==> src/rtl/arith_pkg.sv <==
// ============================================================================
// Module : arith_pkg
// Brief  : Shared types and helpers for the sequential arithmetic datapath.
// Rev    : 1.0  initial release
// ============================================================================
`default_nettype none

package arith_pkg;

    typedef enum logic [1:0] {
        IDLE = 2'd0,
        RUN  = 2'd1,
        DONE = 2'd2
    } state_t;

    // Iteration counter width; never narrower than one bit.
    function automatic int cnt_width(input int w);
        return (w <= 2) ? 1 : $clog2(w);
    endfunction

endpackage

`default_nettype wire

==> src/rtl/int_divider_div_step.sv <==
// ============================================================================
// Module : div_step
// Brief  : Combinational single-bit restoring divide stage.
// Rev    : 1.0  initial release
// ============================================================================
`default_nettype none

module div_step #(
    parameter int WIDTH = 4
) (
    input  logic [WIDTH-1:0] rem,
    input  logic             q_msb,
    input  logic [WIDTH-1:0] d,
    output logic [WIDTH-1:0] rem_next,
    output logic             q_bit
);

    logic [WIDTH:0] w_shift;
    logic [WIDTH:0] w_trial;

    // A restored remainder is always below d, so WIDTH bits hold it exactly.
    always_comb begin
        w_shift  = {rem, q_msb};
        w_trial  = w_shift - {1'b0, d};
        q_bit    = ~w_trial[WIDTH];
        rem_next = q_bit ? w_trial[WIDTH-1:0] : w_shift[WIDTH-1:0];
    end

endmodule

`default_nettype wire

==> src/rtl/int_divider.sv <==
// ============================================================================
// Module : int_divider
// Brief  : Sequential unsigned restoring divider, one quotient bit per clock.
// Rev    : 1.0  initial release
// ============================================================================
`default_nettype none

module int_divider
    import arith_pkg::*;
#(
    parameter int WIDTH = 4
) (
    input  logic             clk,
    input  logic             reset_n,
    input  logic             start,
    input  logic [WIDTH-1:0] dividend,
    input  logic [WIDTH-1:0] divisor,
    output logic [WIDTH-1:0] quotient,
    output logic [WIDTH-1:0] remainder,
    output logic             busy,
    output logic             done,
    output logic             div_by_zero
);

    localparam int            C_CW   = cnt_width(WIDTH);
    localparam logic [C_CW-1:0] C_LAST = C_CW'(WIDTH - 1);

    state_t            r_state;
    state_t            w_next;
    logic [WIDTH-1:0]  r_q;
    logic [WIDTH-1:0]  r_d;
    logic [WIDTH-1:0]  r_r;
    logic [C_CW-1:0]   r_cnt;
    logic [WIDTH-1:0]  w_r_next;
    logic              w_qbit;
    logic              w_accept;
    logic              w_last;

    div_step #(.WIDTH(WIDTH)) u_step (
        .rem      (r_r),
        .q_msb    (r_q[WIDTH-1]),
        .d        (r_d),
        .rem_next (w_r_next),
        .q_bit    (w_qbit)
    );

    always_comb begin
        w_next   = r_state;
        w_accept = 1'b0;
        w_last   = 1'b0;
        case (r_state)
            IDLE, DONE: begin
                if (start) begin
                    w_accept = 1'b1;
                    w_next   = RUN;
                end
            end
            RUN: begin
                if (r_cnt == C_LAST) begin
                    w_last = 1'b1;
                    w_next = DONE;
                end
            end
            default: w_next = IDLE;
        endcase
    end

    always_ff @(posedge clk or negedge reset_n) begin
        if (!reset_n) begin
            r_state <= IDLE;
        end else begin
            r_state <= w_next;
        end
    end

    // Result registers only move on the completion edge so RUN shows the prior result.
    always_ff @(posedge clk or negedge reset_n) begin
        if (!reset_n) begin
            r_q         <= '0;
            r_d         <= '0;
            r_r         <= '0;
            r_cnt       <= '0;
            quotient    <= '0;
            remainder   <= '0;
            busy        <= 1'b0;
            done        <= 1'b0;
            div_by_zero <= 1'b0;
        end else if (w_accept) begin
            r_q         <= dividend;
            r_d         <= divisor;
            r_r         <= '0;
            r_cnt       <= '0;
            busy        <= 1'b1;
            done        <= 1'b0;
            div_by_zero <= 1'b0;
        end else if (r_state == RUN) begin
            r_q   <= {r_q[WIDTH-2:0], w_qbit};
            r_r   <= w_r_next;
            r_cnt <= r_cnt + C_CW'(1);
            if (w_last) begin
                quotient    <= {r_q[WIDTH-2:0], w_qbit};
                remainder   <= w_r_next;
                busy        <= 1'b0;
                done        <= 1'b1;
                div_by_zero <= (r_d == '0);
            end
        end
    end

endmodule

`default_nettype wire

==> config.mk <==
export PLATFORM = sky130hd
export DESIGN_NAME = int_divider
export DESIGN_NICKNAME = d
export VERILOG_FILES = /design/src/rtl/arith_pkg.sv /design/src/rtl/int_divider_div_step.sv /design/src/rtl/int_divider.sv
export SDC_FILE = /design/constraint.sdc
export NUM_CORES = 1
export LEC_CHECK = 0
export BUFFER_PORTS_ARGS = -buffer_cell sky130_fd_sc_hd__buf_2
export CORE_AREA = 2 2 67 69
export CTS_BUF_LIST = sky130_fd_sc_hd__clkbuf_4 sky130_fd_sc_hd__clkbuf_8 sky130_fd_sc_hd__clkbuf_16
export DETAILED_ROUTE_END_ITERATION = 10
export DIE_AREA = 0 0 69 71
export PLACE_DENSITY = 0.6
export SYNTH_ARGS = -nofsm -noshare
export SYNTH_HDL_FRONTEND = slang
export SYNTH_HIERARCHICAL = 1
export SYNTH_SLANG_ARGS = --single-unit
==> constraint.sdc <==
create_clock -name clk -period 3.7 [get_ports clk]
set_clock_uncertainty 0.1 [all_clocks]
set_input_delay 0.74 -clock clk [delete_from_list [all_inputs] [get_ports clk]]
set_output_delay 0.74 -clock clk [all_outputs]
set_load 0.01 [all_outputs]
==> impl_metrics.py, run 1 <==
metrics = {
    "outcome": {
        "status": "complete, no violations",
    },
    "logic_synthesis": {
        "synth_fa_ha_area_share_pct": 5.81,
        "ys_warn_count": 6,
        "synth_xor_area_share_pct": 3.00,
        "syn_area_mm2": 0.00142,
        "synth.distinct_cells": 26,
        "synth_edf_count": 0,
        "synth_area_leaders": "dfrtp_1 (48%), mux2_4 (8.5%), mux2_2 (5.6%)",
        "ys.flop_type": "dfrtp_1",
        "synth_top_family_by_area": "multiplexers",
        "synth-seq-cells": 27,
        "muxShareOfSynthArea_pct": 18.2,
        "seq_area_frac_synth_pct": 47.6,
        "async_flop_share_pct": 100,
        "post_synth_and_or_nand_nor_area_fraction_pct": 11.6,
        "synth_top_area_share_pct": 47.6,
        "synth.largest_area_cell": "dfrtp_1",
        "netlist_instances": 121,
        "synth_nets": 138,
        "synth_compound_area_share_pct": 9.25,
        "synth.avg_cell_area_um2": 11.7,
    },
    "worst_setup_path": {
        "critPathTopFamily": "multiplexers",
        "path_buf_inv": 1,
        "path_max_fanout": 6,
        "crit_chain": "inv_1, ha_1, fa_1, nand2b_1, a21oi_2, xor2_2, mux2_2, mux2_4, a22o_1",
        "crit_type": "reg2reg",
        "slowest_stage": "fa_1",
        "cp-end-kind": "flip-flop",
        "arrival_ns": 2.85,
        "critPathMaxStageDelay_ns": 0.40,
        "cp-start-kind": "flip-flop",
        "required_ns": 3.76,
        "r2r_setup_slack_ns": 0.91,
    },
    "detailed_routing": {
        "drt-total-wl_mm": 2.63,
        "drt_iter0_drc": 26,
        "vias": 906,
        "final_antenna_net_count": 0,
        "avgRoutedWirePerCell_um": 13.7,
        "drc": 0,
        "drt-pass1-iter-count": 4,
        "viasPerCell": 4.72,
    },
    "sta": {
        "hold_slack_ns": 0.366,
        "finalSetupTns_ns": 0,
        "final-hold-violation-count": 0,
        "slew_headroom_pct": 55.9,
        "setup_viol": 0,
        "drv_slew": 0,
        "finalWorstSetupSlack_ns": 0.907,
        "worst_pin_slew_ns": 0.661,
        "rsz0062_at_grt": "no",
        "fin_crit_sh_pct": 75.5,
        "min_period_ns": 2.79,
        "fmax_mhz": 358,
    },
    "clock_network": {
        "htree_levels": 1,
        "cts_tree": "yes",
        "clock_path_buffers": 2,
        "ctsResizeCount": 0,
        "cts-root-buf": "clkbuf_8",
        "insertion_delay_ns": 0.26,
        "cts.sinks": 27,
        "post-cts-setup-buffer-count": 0,
        "path_clk_slew_ns": 0.09,
        "cts_buffers": 3,
        "hold_buffers": 0,
    },
    "grt": {
        "grt_pass1_vias": 971,
        "track_usage_pct": 11.5,
        "grt_max_degree": 28,
        "grt_pass1_wl_mm": 4.58,
        "antenna_found_initial": 0,
        "grt_remaining_overflow": 0,
    },
    "layout": {
        "post-route-util_pct": 37.9,
        "area.growth.synth_to_final_pct": 12.2,
        "stdcell_count": 192,
        "drive_above_1_share_pct": 30.7,
        "layout.nets": 158,
        "diodes": 0,
    },
    "place": {
        "hpwl_mm": 1.95,
        "dp.cells": 188,
        "io_buffers": 21,
        "post-place-ws_ns": 0.941,
        "routabilityCongestion": 0.764,
    },
    "die": {
        "die_area_mm2": 0.00490,
        "start_util_pct": 33.8,
        "die_y_um": 71,
        "core-area_mm2": 0.00420,
        "pin_count": 22,
        "fp-row-count": 24,
        "die_width_um": 69,
    },
    "min_path": {
        "hp-class": "in2async",
    },
    "flow_run": {
        "max_cap_violations": 0,
    },
    "pwr": {
        "pwr_density_cell_mw_per_mm2": 1020,
        "cellLeakagePower_nw": 0.794,
        "ir_drop_mv": 0.419,
    },
}
==> routing by layer <==
| metal | vias up | track usage, % | wire [um] |
|---|---|---|---|
| li1 | 453 | - | - |
| met1 | 437 | 15.0 | 1220 |
| met2 | 14 | 19.1 | 1310 |
| met3 | 2 | 1.99 | 83 |
| met4 | 0 | 4.14 | 19 |
| met5 | - | 0 | 0 |
==> cells in the final DEF, fill, tap and decap left out <==
| cell type | synthesis | routed |
|---|---|---|
| mux2i_1 | 6 | 6 |
| a21oi_1 | 5 | 5 |
| a21oi_2 | 1 | 1 |
| a211oi_1 | 4 | 4 |
| nor2_1 | 3 | 3 |
| fa_1 | 1 | 1 |
| nand2b_1 | 3 | 3 |
| nor2b_1 | 5 | 5 |
| xnor2_1 | 2 | 2 |
| inv_1 | 5 | 5 |
| nand3b_4 | 1 | 1 |
| buf_2 | 2 | 21 |
| xor2_1 | 1 | 1 |
| nand3_1 | 1 | 1 |
| nand2_1 | 19 | 19 |
| clkbuf_4 | 0 | 1 |
| xor2_2 | 1 | 1 |
| dfrtp_1 | 27 | 27 |
| mux2_4 | 8 | 8 |
| or4_1 | 1 | 1 |
| a22o_1 | 6 | 6 |
| mux2_2 | 7 | 7 |
| clkbuf_8 | 0 | 3 |
| o21ai_0 | 3 | 3 |
| ha_1 | 5 | 5 |
==> logic make-up after synthesis <==
| family | count (synthesis) |
|---|---|
| adder cells (fa/ha/maj) | 6 |
| AND/OR/NAND/NOR | 33 |
| AO/OA/AOI/OAI | 19 |
| buffers and inverters | 11 |
| XOR/XNOR | 4 |
| flip-flops | 27 |
| multiplexers | 21 |
==> report_power, final <==
group	internal [mW]	leakage (nW)	switching, mW
clock network	0.0842	0.0262	0.0844
logic	0.488	0.439	0.379
registers	0.437	0.329	0.154
total	1.01	0.794	0.617
==> stage by stage <==
step           cell area (um^2)  total power [mW]
6_report                   1590              1.63
2_1_floorplan              1420              1.27
4_1_cts                    1590              1.65
5_1_grt                    1590              1.77
3_5_place_dp               1550              1.47
3_3_place_gp               1550              1.42
==> cell type report <==
class                           count  area (um^2)
Clock buffer                        4         48.8
Tap cell                           52         65.1
Inverter                            5         18.8
Fill cell                         421         2610
Sequential cell                    27          676
Multi-Input combinational cell     83          681
Timing Repair Buffer               21          105
==> synthesized netlist by cell type, types with 4 or more instances <==
library cell	instances
dfrtp_1	27
nand2_1	19
mux2_4	8
mux2_2	7
a22o_1	6
mux2i_1	6
a21oi_1	5
ha_1	5
inv_1	5
nor2b_1	5
a211oi_1	4
==> final timing paths <==
kind / cells after the start / end / start
worst max-delay path: 9 / r_r[2] / r_q[3]
worst min-delay path: 1 / r_d[3] / reset_n
worst max register to register: 9 / r_r[2] / r_q[3]
worst min register to register: 2 / busy / busy
max in group asynchronous: 1 / r_r[1] / reset_n
min in group clk: 2 / busy / busy
==> state kept, by name, indices dropped and copies added (netlist names) <==
signal / count
busy: 1
r_r: 4
r_d: 4
div_by_zero: 1
r_state: 2
done: 1
r_q: 4
r_cnt: 2
remainder: 4
quotient: 4
Note: power is estimated with default switching activity, not from simulation.
==> run 2, diff against run 1 <==
--- a/config.mk
+++ b/config.mk
@@ -10,7 +10,7 @@
 export CTS_BUF_LIST = sky130_fd_sc_hd__clkbuf_4 sky130_fd_sc_hd__clkbuf_8 sky130_fd_sc_hd__clkbuf_16
 export DETAILED_ROUTE_END_ITERATION = 10
 export DIE_AREA = 0 0 69 71
-export PLACE_DENSITY = 0.6
+export PLACE_DENSITY = 0.61
 export SYNTH_ARGS = -nofsm -noshare
 export SYNTH_HDL_FRONTEND = slang
 export SYNTH_HIERARCHICAL = 1
==> constraint.sdc (replaced) <==
create_clock -name clk -period 2.56 [get_ports clk]
set_clock_uncertainty 0.1 [all_clocks]
set_input_delay 0.512 -clock clk [delete_from_list [all_inputs] [get_ports clk]]
set_output_delay 0.512 -clock clk [all_outputs]
set_load 0.01 [all_outputs]
==> run 2 against run 1 <==
Worst setup slack got worse by 0.82 ns. Via count up 6.4%. Fmax rose by 13%. Die area did not move. Cell count rose by 2.6%. Global-route usage barely moved. Register-to-register slack worse by 0.82 ns. Sequential power rose by 41%. Worst hold slack worse by 0.23 ns. Count of clock-buffer cells in the layout is 1 lower. Clock power increased by 45%. First-iteration DRC count is 50% lower. Critical endpoint unchanged. Largest cell class unchanged.
==> impl_metrics.py, run 2 (same netlist as run 1, synthesis figures left out) <==
metrics = {
    "detailed_routing": {
        "drt_iter0_drc": 13,
        "final_antenna_net_count": 0,
        "drc": 0,
        "drt-total-wl_mm": 2.66,
        "drt-pass1-iter-count": 4,
        "vias": 964,
        "avgRoutedWirePerCell_um": 13.5,
        "viasPerCell": 4.89,
    },
    "clock_network": {
        "htree_levels": 1,
        "cts.sinks": 27,
        "path_clk_slew_ns": 0.09,
        "hold_buffers": 0,
        "cts_tree": "yes",
        "insertion_delay_ns": 0.28,
        "cts-root-buf": "clkbuf_8",
        "clock_path_buffers": 2,
        "cts_buffers": 3,
    },
    "worst_setup_path": {
        "reg2reg_depth": 8,
        "startpoint": "r_d[0]",
        "cp-end-kind": "flip-flop",
        "path_max_fanout": 3,
        "r2r_setup_slack_ns": 0.09,
        "r2r-end": "r_r[2]",
        "required_ns": 2.63,
        "cp-start-kind": "flip-flop",
        "arrival_ns": 2.54,
        "reg2reg_from": "r_d[0]",
        "crit_type": "reg2reg",
    },
    "pwr": {
        "total_power_mw": 2.57,
        "cellLeakagePower_nw": 0.830,
        "pwr_density_cell_mw_per_mm2": 1540,
        "ir_drop_mv": 0.481,
    },
    "sta": {
        "drv_slew": 0,
        "hold_slack_ns": 0.135,
        "slew_headroom_pct": 55.6,
        "fin_crit_sh_pct": 96.6,
        "fmax_mhz": 404,
        "final-hold-violation-count": 0,
        "worst_pin_slew_ns": 0.666,
        "setup_viol": 0,
        "min_period_ns": 2.47,
    },
    "die": {
        "fp-row-count": 24,
        "start_util_pct": 33.8,
        "die_width_um": 69,
        "die_area_mm2": 0.00490,
        "pin_count": 22,
        "core-area_mm2": 0.00420,
        "die_y_um": 71,
    },
    "grt": {
        "antenna_found_initial": 0,
        "grt_remaining_overflow": 0,
        "track_usage_pct": 11.5,
        "grt_pass1_vias": 941,
        "grt_max_degree": 28,
        "grt_pass1_wl_mm": 4.51,
    },
    "layout": {
        "layout.nets": 163,
        "drive_above_1_share_pct": 35.2,
        "mostFrequentLayoutCells": "dfrtp_1 (27), buf_2 (21), nand2_1 (19)",
        "area.growth.synth_to_final_pct": 17.4,
        "final_common_cell": "dfrtp_1",
        "diodes": 0,
    },
    "flow_run": {
        "max_cap_violations": 0,
    },
    "place": {
        "io_buffers": 21,
        "hpwl_mm": 1.92,
        "routabilityCongestion": 0.767,
    },
    "outcome": {
        "status": "complete, no violations",
    },
    "min_path": {
        "hp-class": "in2async",
    },
}
==> run 2: cell types whose count changed in the layout (fill, tap and decap cells not counted), sizes merged <==
cell	previous run	this run
clkbuf	4	3
clkinv	0	1
buf	21	26
==> run 2: per-stage QoR <==
step | util (%) | area [um^2] | instances | setup slack [ns] | setup TNS (ns)
2_1_floorplan | - | 1430 | 121 | 0.0110 | 0
6_report | 39.7 | 1670 | 197 | 0.0874 | 0
3_3_place_gp | 37.4 | 1570 | 190 | 0.0770 | 0
4_1_cts | 38.8 | 1630 | 196 | 0.000418 | 0
3_5_place_dp | 37.4 | 1570 | 190 | 0.00658 | 0
5_1_grt | 39.7 | 1670 | 197 | -0.00545 | -0.00796
==> run 2: worst max-delay path by stage <==
stage,cells after the start,to,slack [ns]
CTS,8,r_r[2],0.0004
global route,8,r_r[3],-0.005
detailed placement,8,r_r[2],0.007
finish,8,r_r[2],0.09
global placement,9,r_r[2],0.08
floorplan,9,r_r[2],0.01
==> run 2: routing by layer <==
layer,share of wire (%),track usage [%]
met5,0,0
met3,3.6,1.99
met2,52,20.2
met4,1.2,4.58
met1,43,14.0
==> run 2: critical path: stages, from the launching register on <==
cell and delay (ns):
dfrtp_1 0.41, ha_2 0.21, fa_2 0.35, nand2b_4 0.16, a21oi_4 0.17, xor2_4 0.21
mux2_4 0.32, mux2_4 0.27, a22o_1 0.18
==> run 2: what timing repair did <==
item	CTS	global route
hold endpoints to repair	0	0
buffers inserted	2	1
resized for setup	0	4
endpoints found under the setup margin	2	4
pin swaps	1	2
==> run 2: final cells by class <==
type                    count  area, um^2
fillers                   429        2540
multi-input cells          83         719
flip-flops and latches     27         676
repair buffers             26         143
well taps                  52        65.1
clock buffers               3        41.3
inverters                   5        18.8
clock inverters             1        5.00
==> run 2: report_power, final <==
part / internal, mW / switching (mW)
clock network: 0.109 / 0.135
logic: 0.866 / 0.627
registers: 0.631 / 0.199
total: 1.61 / 0.962
==> run 3, diff against run 2 <==
--- a/config.mk
+++ b/config.mk
@@ -6,11 +6,12 @@
 export NUM_CORES = 1
 export LEC_CHECK = 0
 export BUFFER_PORTS_ARGS = -buffer_cell sky130_fd_sc_hd__buf_2
+export CAP_MARGIN = 0
 export CORE_AREA = 2 2 67 69
 export CTS_BUF_LIST = sky130_fd_sc_hd__clkbuf_4 sky130_fd_sc_hd__clkbuf_8 sky130_fd_sc_hd__clkbuf_16
 export DETAILED_ROUTE_END_ITERATION = 10
 export DIE_AREA = 0 0 69 71
-export PLACE_DENSITY = 0.61
+export PLACE_DENSITY = 0.6
 export SYNTH_ARGS = -nofsm -noshare
 export SYNTH_HDL_FRONTEND = slang
 export SYNTH_HIERARCHICAL = 1
==> constraint.sdc (replaced) <==
create_clock -name clk -period 2.75 [get_ports clk]
set_clock_uncertainty 0.1 [all_clocks]
set_input_delay 0.55 -clock clk [delete_from_list [all_inputs] [get_ports clk]]
set_output_delay 0.55 -clock clk [all_outputs]
set_load 0.01 [all_outputs]
==> run 3 against run 2 <==
Via count is 4.1% lower. Sequential power is 8.0% lower. Power is 13% lower. Combinational power is 16% lower. Utilization is 1.3 points lower. Sequential share of layout area is 1.4 points higher. Design area is 3.2% lower. Fmax is 4.5% lower.
==> impl_metrics.py, run 3 (same netlist as run 1, synthesis figures left out) <==
metrics = {
    "outcome": {
        "status": "complete, no violations",
    },
    "flow_run": {
        "max_cap_violations": 0,
    },
    "detailed_routing": {
        "final_antenna_net_count": 0,
        "avgRoutedWirePerCell_um": 13.8,
        "drc": 0,
        "drt_iter0_drc": 12,
        "drt-pass1-iter-count": 4,
        "drt-total-wl_mm": 2.70,
        "vias": 924,
        "viasPerCell": 4.74,
    },
    "layout": {
        "area.growth.synth_to_final_pct": 13.7,
        "mostFrequentLayoutCells": "dfrtp_1 (27), buf_2 (21), nand2_1 (19)",
        "multiInputGateArea_um2": 681,
        "layout.nets": 161,
        "regArea_um2": 676,
        "final_common_cell": "dfrtp_1",
        "drive_above_1_share_pct": 32.2,
        "fillers": 423,
        "diodes": 0,
    },
    "sta": {
        "finalSetupTns_ns": 0,
        "fin_crit_sh_pct": 94.1,
        "drv_slew": 0,
        "hold_slack_ns": 0.174,
        "final-hold-violation-count": 0,
        "slew_headroom_pct": 52.9,
        "fmax_mhz": 386,
        "min_period_ns": 2.59,
        "worst_pin_slew_ns": 0.707,
        "rsz0062_at_grt": "no",
        "setup_viol": 0,
    },
    "clock_network": {
        "cts.sinks": 27,
        "cts_buffers": 3,
        "path_clk_slew_ns": 0.09,
        "insertion_delay_ns": 0.27,
        "cts_tree": "yes",
        "htree_levels": 1,
        "cts-root-buf": "clkbuf_8",
        "ctsResizeCount": 0,
        "clock_path_buffers": 2,
    },
    "worst_setup_path": {
        "path_max_fanout": 3,
        "reg2reg_from": "r_q[3]",
        "arrival_ns": 2.66,
        "slowest_stage": "fa_1",
        "crit_type": "reg2reg",
        "r2r-end": "r_r[2]",
        "critPathMaxStageDelay_ns": 0.39,
        "cp-start-kind": "flip-flop",
        "r2r_setup_slack_ns": 0.16,
        "reg2reg_depth": 9,
        "crit_chain": "inv_1, ha_1, fa_1, nand2b_1, a21oi_2, xor2_2, mux2_2, mux2_4, a22o_1",
        "cp-end-kind": "flip-flop",
        "required_ns": 2.82,
    },
    "die": {
        "die_y_um": 71,
        "pin_count": 22,
        "die_area_mm2": 0.00490,
        "core-area_mm2": 0.00420,
        "die_width_um": 69,
        "fp-row-count": 24,
        "start_util_pct": 33.8,
    },
    "pwr": {
        "cellLeakagePower_nw": 0.808,
        "power.sequential.fraction_pct": 34.2,
        "intPower_mw": 1.39,
        "p_sw_share_pct": 38.0,
        "p_sw_mw": 0.848,
        "ir_drop_mv": 0.665,
        "clock_power_share_pct": 10.1,
        "pwr_density_cell_mw_per_mm2": 1380,
        "comb_power_share_pct": 55.7,
    },
    "grt": {
        "track_usage_pct": 11.8,
        "antenna_found_initial": 0,
        "grt_max_degree": 28,
        "grt_pass1_vias": 982,
        "grt_remaining_overflow": 0,
        "grt_pass1_wl_mm": 4.78,
    },
    "place": {
        "routabilityCongestion": 0.788,
        "hpwl_mm": 1.91,
        "io_buffers": 21,
    },
    "min_path": {
        "hp-class": "in2async",
    },
}
-- run 3: cell count changes in the layout (fill, tap and decap cells not counted) --
cell      change
buf_4         -2
mux2_2        +2
mux2_4        -2
a21oi_2       +1
a21oi_4       -1
fa_1          +1
fa_2          -1
ha_1          +1
ha_2          -1
nand2b_1      +1
nand2b_4      -1
xor2_2        +1
xor2_4        -1
-- run 3: stage by stage --
stage	std cells	instance area, um^2	power (mW)	setup WS, ns	util (%)
CTS	194	1610	2.24	0.147	38.2
floorplan	121	1420	1.71	0.161	-
global route	195	1610	2.42	0.0185	38.4
finish	195	1610	2.24	0.161	38.4
detailed placement	190	1560	2.00	0.166	37.1
global placement	190	1560	1.96	0.216	37.1
-- run 3: timing repair --
| item | 4_1_cts | 5_1_grt |
|---|---|---|
| buffers inserted | 0 | 1 |
| hold buffers | 0 | 0 |
| endpoints found under the setup margin | 0 | 1 |
-- run 3: worst max-delay path by stage --
stage / from / endpoint / slack [ns] / cells past startpoint
5_1_grt: r_q[3] / r_r[2] / 0.02 / 9
3_5_place_dp: r_q[3] / r_r[2] / 0.17 / 9
4_1_cts: r_q[3] / r_r[2] / 0.15 / 9
6_report: r_q[3] / r_r[2] / 0.16 / 9
2_1_floorplan: r_q[3] / r_r[2] / 0.16 / 9
3_3_place_gp: r_q[3] / r_r[2] / 0.22 / 9
-- run 3: cell type report --
| cell class | instances | area share [%] |
|---|---|---|
| Clock buffer | 3 | 2.56 |
| Multi-Input combinational cell | 83 | 42.2 |
| Clock inverter | 1 | 0.310 |
| Tap cell | 52 | 4.03 |
| Sequential cell | 27 | 41.9 |
| Timing Repair Buffer | 24 | 7.91 |
| Inverter | 5 | 1.16 |
-- run 3: per-layer routing --
metal | track usage [%] | wire length [um] | up-vias
met4 | 3.27 | 12 | 0
met2 | 20.5 | 1360 | 18
met3 | 1.71 | 90 | 2
met5 | 0 | 0 | -
met1 | 15.6 | 1240 | 450
li1 | - | - | 454
-- run 3: power groups by stage --
stage / clock network [mW] / logic [mW] / registers [mW]
floorplan: 0 / 0.974 / 0.740
global placement: 0 / 1.19 / 0.764
detailed placement: 0 / 1.22 / 0.776
CTS: 0.230 / 1.24 / 0.768
global route: 0.248 / 1.38 / 0.795
finish: 0.225 / 1.25 / 0.764
-- run 3: critical path, delay by kind of cell, from the launching register on --
kind / cells / cell delay (ns)
AO/OA/AOI/OAI: 2 / 0.36
flip-flops: 1 / 0.35
AND/OR/NAND/NOR: 1 / 0.17
adder cells (fa/ha/maj): 2 / 0.60
multiplexers: 2 / 0.64
XOR/XNOR: 1 / 0.20
buffers and inverters: 1 / 0.05
